[config.mk]
export PLATFORM = sky130hd
export DESIGN_NAME = actlow_req_encoder
export DESIGN_NICKNAME = d
export VERILOG_FILES = /design/src/rtl/actlow_req_encoder.sv
export SDC_FILE = /design/constraint.sdc
export NUM_CORES = 1
export LEC_CHECK = 0
export BUFFER_PORTS_ARGS = -buffer_cell sky130_fd_sc_hd__buf_2
export CAP_MARGIN = 0
export CORE_UTILIZATION = 53
export DETAILED_ROUTE_END_ITERATION = 10
export PLACE_DENSITY = 0.89
export SLEW_MARGIN = 10
export SYNTH_ARGS = -nofsm -noshare
export SYNTH_HDL_FRONTEND = slang
export SYNTH_SLANG_ARGS = --single-unit
[constraint.sdc]
create_clock -name clk -period 2.73 [get_ports clk]
set_input_delay 0.273 -clock clk [delete_from_list [all_inputs] [get_ports clk]]
set_output_delay 0.273 -clock clk [all_outputs]
set_load 0.005 [all_outputs]
[src/rtl/actlow_req_encoder.sv]
// Active-low request encoder: synchronises N active-low strobes, queues their falling
// edges and offers one binary index at a time on a valid/ready port.
// Optional build macro ROUND_ROBIN_EN selects rotating instead of fixed priority.
//
// state | meaning
// ------+--------------------------------------------------------------
// IDLE  | no offer outstanding; loads the winning pending index if any
// OFFER | code_o/valid_o held stable until the consumer accepts
module actlow_req_encoder #(
    parameter int N           = 4,
    parameter int W           = 2,
    parameter int SYNC_STAGES = 2
) (
    input  logic         clk,
    input  logic         rst_n,
    input  logic [N-1:0] req_n,
    output logic [W-1:0] code_o,
    output logic         valid_o,
    input  logic         ready_i,
    output logic [N-1:0] pend_o,
    output logic         ovf_o
);

    typedef enum logic {
        IDLE  = 1'b0,
        OFFER = 1'b1
    } state_t;

    state_t       state_q;
    state_t       state_d;
    logic [N-1:0] sync_q [SYNC_STAGES];
    logic [N-1:0] s;
    logic [N-1:0] prev_q;
    logic [N-1:0] fall;
    logic [N-1:0] pend_q;
    logic [N-1:0] pend_d;
    logic [N-1:0] clr;
    logic         ovf_q;
    logic         ovf_d;
    logic         accept;
    logic         load;
    logic [W-1:0] code_q;
    logic [W-1:0] winner;

    // Idle level of every line is high, so the chain resets to all-1 to avoid a
    // spurious edge right after reset release.
    always_ff @(posedge clk or negedge rst_n) begin
        if (!rst_n) begin
            for (int i = 0; i < SYNC_STAGES; i++) begin
                sync_q[i] <= '1;
            end
            prev_q <= '1;
        end else begin
            sync_q[0] <= req_n;
            for (int i = 1; i < SYNC_STAGES; i++) begin
                sync_q[i] <= sync_q[i-1];
            end
            prev_q <= s;
        end
    end

    assign s    = sync_q[SYNC_STAGES-1];
    assign fall = prev_q & ~s;

    always_comb begin
        clr = '0;
        if (accept) begin
            clr[code_q] = 1'b1;
        end
    end

    // A new edge on a line being accepted in the same cycle is kept (set wins).
    assign pend_d = (pend_q & ~clr) | fall;
    assign ovf_d  = |(fall & pend_q & ~clr);

    always_ff @(posedge clk or negedge rst_n) begin
        if (!rst_n) begin
            pend_q <= '0;
            ovf_q  <= 1'b0;
        end else begin
            pend_q <= pend_d;
            ovf_q  <= ovf_d;
        end
    end

`ifdef ROUND_ROBIN_EN
    logic [W-1:0] last_q;

    always_ff @(posedge clk or negedge rst_n) begin
        if (!rst_n) begin
            last_q <= W'(N - 1);
        end else if (accept) begin
            last_q <= code_q;
        end
    end

    always_comb begin
        logic [W-1:0] idx;
        logic         found;
        winner = '0;
        found  = 1'b0;
        idx    = '0;
        for (int k = 1; k <= N; k++) begin
            idx = W'((int'(last_q) + k) % N);
            if (!found && pend_q[idx]) begin
                winner = idx;
                found  = 1'b1;
            end
        end
    end
`else
    always_comb begin
        winner = '0;
        for (int i = 0; i < N; i++) begin
            if (pend_q[i]) begin
                winner = W'(i);
            end
        end
    end
`endif

    always_ff @(posedge clk or negedge rst_n) begin
        if (!rst_n) begin
            state_q <= IDLE;
            code_q  <= '0;
        end else begin
            state_q <= state_d;
            if (load) begin
                code_q <= winner;
            end
        end
    end

    always_comb begin
        state_d = state_q;
        case (state_q)
            IDLE:    if (|pend_q) state_d = OFFER;
            OFFER:   if (ready_i) state_d = IDLE;
            default: state_d = IDLE;
        endcase
    end

    always_comb begin
        valid_o = (state_q == OFFER);
        load    = (state_q == IDLE) && (|pend_q);
        accept  = (state_q == OFFER) && ready_i;
        code_o  = code_q;
        pend_o  = pend_q;
        ovf_o   = ovf_q;
    end

endmodule
==> flow_metrics.py <==
metrics = {
    "status": {
        "outcome": "completed",
    },
    "detailed_routing": {
        "antenna_left": 0,
        "wl_met2_microns": 490,
        "wl_mm": 1.02,
        "wirelength_met1_microns": 467,
        "drc": 0,
        "first_pass_iters": 4,
        "wl_met3_microns": 48,
        "wl_per_cell_microns": 12.2,
        "drtIter0Drc": 4,
        "routed.top_layer": "met4",
        "vias_per_cell": 5.37,
        "vias": 451,
    },
    "grt": {
        "grt_pass1_wl_mm": 1.64,
        "grt_max_degree": 21,
        "grt_overflow_total": 0,
        "grt_pass1_vias": 403,
        "grt_usage": 0.180,
        "antenna_found_initial": 0,
    },
    "power": {
        "combPwrFrac": 0.131,
        "powerDensity_mw_per_mm2": 691,
        "pwr-share-seq": 0.645,
        "switching_power_mw": 0.145,
        "power_switching_share": 0.256,
        "p_int_mw": 0.423,
        "cellLeakagePower_nw": 0.365,
        "power_frac_clock": 0.225,
        "peakVddDrop_mv": 0.471,
    },
    "floorplan": {
        "start_util": 0.600,
        "dieArea_sq_mm": 0.00148,
        "coreArea_sq_mm": 0.00117,
        "ios": 15,
        "row_count": 12,
        "fp.dieH_microns": 38.4,
        "die_w_microns": 38.4,
    },
    "run": {
        "maxCapViolCount": 0,
    },
    "timing": {
        "finalSetupViolCount": 0,
        "worst_pin_slew_ns": 0.406,
        "period_share": 0.448,
        "fin_tns_setup_ns": 0,
        "fmax_mhz": 818,
        "skew_ns": 0.00312,
        "rsz0062_at_grt": "no",
        "period_needed_ns": 1.22,
        "relSlewSlack": 0.729,
        "finalMaxSlewViolations": 0,
        "hold_violations": 0,
    },
    "worst_setup_path": {
        "path_class": "register to register",
        "worstPathCellList": "and4b_1 -> o32ai_1 -> o221ai_1",
        "crit_slowest_cell": "dfstp_2",
        "cp-end-kind": "register",
        "cp_top_family": "flip-flops",
        "r2r-start": "s[2]",
        "worst-path-buf-inv": 0,
        "startpoint_type": "register",
        "worstPathRequired_ns": 2.88,
        "crit_arrival_ns": 1.38,
        "crit_start": "s[2]",
        "slowest_delay_ns": 0.56,
        "crit_fanout": 4,
    },
    "cells_and_area": {
        "syn_to_final_growth_pct": 17.1,
        "drive_above_1_share": 0.429,
        "final_net_count": 79,
        "fill_cells": 81,
        "final_area_sq_um": 823,
        "antenna_cells": 0,
        "final_util": 0.703,
    },
    "place": {
        "port_buffers": 14,
        "place_congestion": 0.733,
        "place_area_sq_um": 791,
    },
    "cts": {
        "cts_resized": 0,
        "cts_buffers": 3,
        "cts_tree": "done",
        "clock-root-buffer": "clkbuf_4",
        "cts_buffer_depth": 2,
        "clock_latency_ns": 0.28,
        "htreeDepth": 1,
        "clkTransAtPathRegs_ns": 0.10,
        "cts.sinks": 20,
    },
    "yosys": {
        "syn_inst": 52,
        "yosys_register_bits": 20,
        "ys_seq_area_frac": 0.733,
        "netlist_area_sq_um": 703,
        "syn-num-nets": 59,
        "ys_types": 17,
        "syn_avg_cell_area_sq_um": 13.5,
        "ys_warn_count": 0,
    },
    "min_path": {
        "holdCritPathClass": "primary input to register",
        "hp-start": "req_n[3]",
    },
}
[Yosys cell counts, drive strengths merged]
library cell,instances,share of area
nand2,3,0.016
o21ai,8,0.057
nand3,1,0.014
dfrtp,8,0.28
nor3,1,0.0071
a21boi,1,0.011
a21oi,1,0.0071
o31ai,2,0.021
dfstp,12,0.45
and3b,2,0.025
inv,4,0.021
and4b,1,0.014
nor4bb,1,0.014
nand2b,2,0.018
o221ai,1,0.012
o32ai,1,0.012
nor2,3,0.016
[through the flow]
stage	hold WS, ns	std cells	worst slack, ns	total power, mW
5_1_grt	0.0461	84	1.44	0.607
4_1_cts	0.0602	84	1.49	0.577
2_1_floorplan	-0.0226	52	1.56	0.402
3_3_place_gp	0.225	80	1.53	0.442
3_5_place_dp	0.230	80	1.51	0.446
6_report	0.0759	84	1.51	0.569
[power groups by stage]
| stage | sequential [mW] | combinational, mW | clock, mW |
|---|---|---|---|
| after floorplan | 0.367 | 0.0346 | 0 |
| after global placement | 0.370 | 0.0725 | 0 |
| after detailed placement | 0.372 | 0.0745 | 0 |
| after CTS | 0.367 | 0.0758 | 0.135 |
| after global routing | 0.372 | 0.0868 | 0.148 |
| final | 0.366 | 0.0743 | 0.128 |
[cells in the final DEF, fill, tap and decap left out, drive strengths merged]
cell type and count:
buf 14, dfstp 12, o21ai 8, dfrtp 8, inv 4, nand2 3, nor2 3, clkbuf 3
nand2b 2, o31ai 2, and3b 2, nand3 1, nor4bb 1, and4b 1, o32ai 1, o221ai 1
nor3 1, a21boi 1, a21oi 1, dlygate4sd3 1
[metal layers]
metal | track usage | vias up
li1 | - | 220
met1 | 0.209 | 213
met2 | 0.284 | 16
met3 | 0.0523 | 2
met4 | 0.129 | 0
met5 | 0 | -
[path summary, 6_finish.rpt]
kind | slack (ns) | cells past startpoint | to
worst max-delay path | 1.51 | 3 | ovf_o
worst min-delay path | 0.08 | 1 | sync_q[7]
worst max register to register | 1.51 | 3 | ovf_o
worst min register to register | 0.36 | 0 | s[1]
max in group asynchronous | 1.96 | 2 | sync_q[4]
min in group asynchronous | 0.44 | 2 | code_o[1]
[flip-flops by register name, summed over array words and instances, names as in the netlist]
register,flops
valid_o,1
ovf_o,1
code_o,2
pend_o,4
sync_q,4
prev_q,4
s,4
[area by class of cell]
| class | count | area [sq um] | share of cell area |
|---|---|---|---|
| multi-input combinational | 28 | 173 | 0.210 |
| sequential | 20 | 515 | 0.626 |
| clock buffer | 3 | 22.5 | 0.0274 |
| inverter | 4 | 15.0 | 0.0182 |
| tap | 14 | 17.5 | 0.0213 |
| timing repair buffer | 15 | 80.1 | 0.0973 |
[logic make-up (layout without fill, tap and decap cells)]
kind of cell    count (synthesis)  in the layout  synth area share
flops                          20             20             0.733
buf+inv                         4             22            0.0213
simple gates                   14             14             0.125
compound gates                 14             14             0.121
[timing repair]
action,CTS,global route
buffers inserted,0,0
setup endpoints to repair,0,0
endpoints found under the hold margin,8,0
hold buffers,1,0
Note: power is estimated with default switching activity, not from simulation.
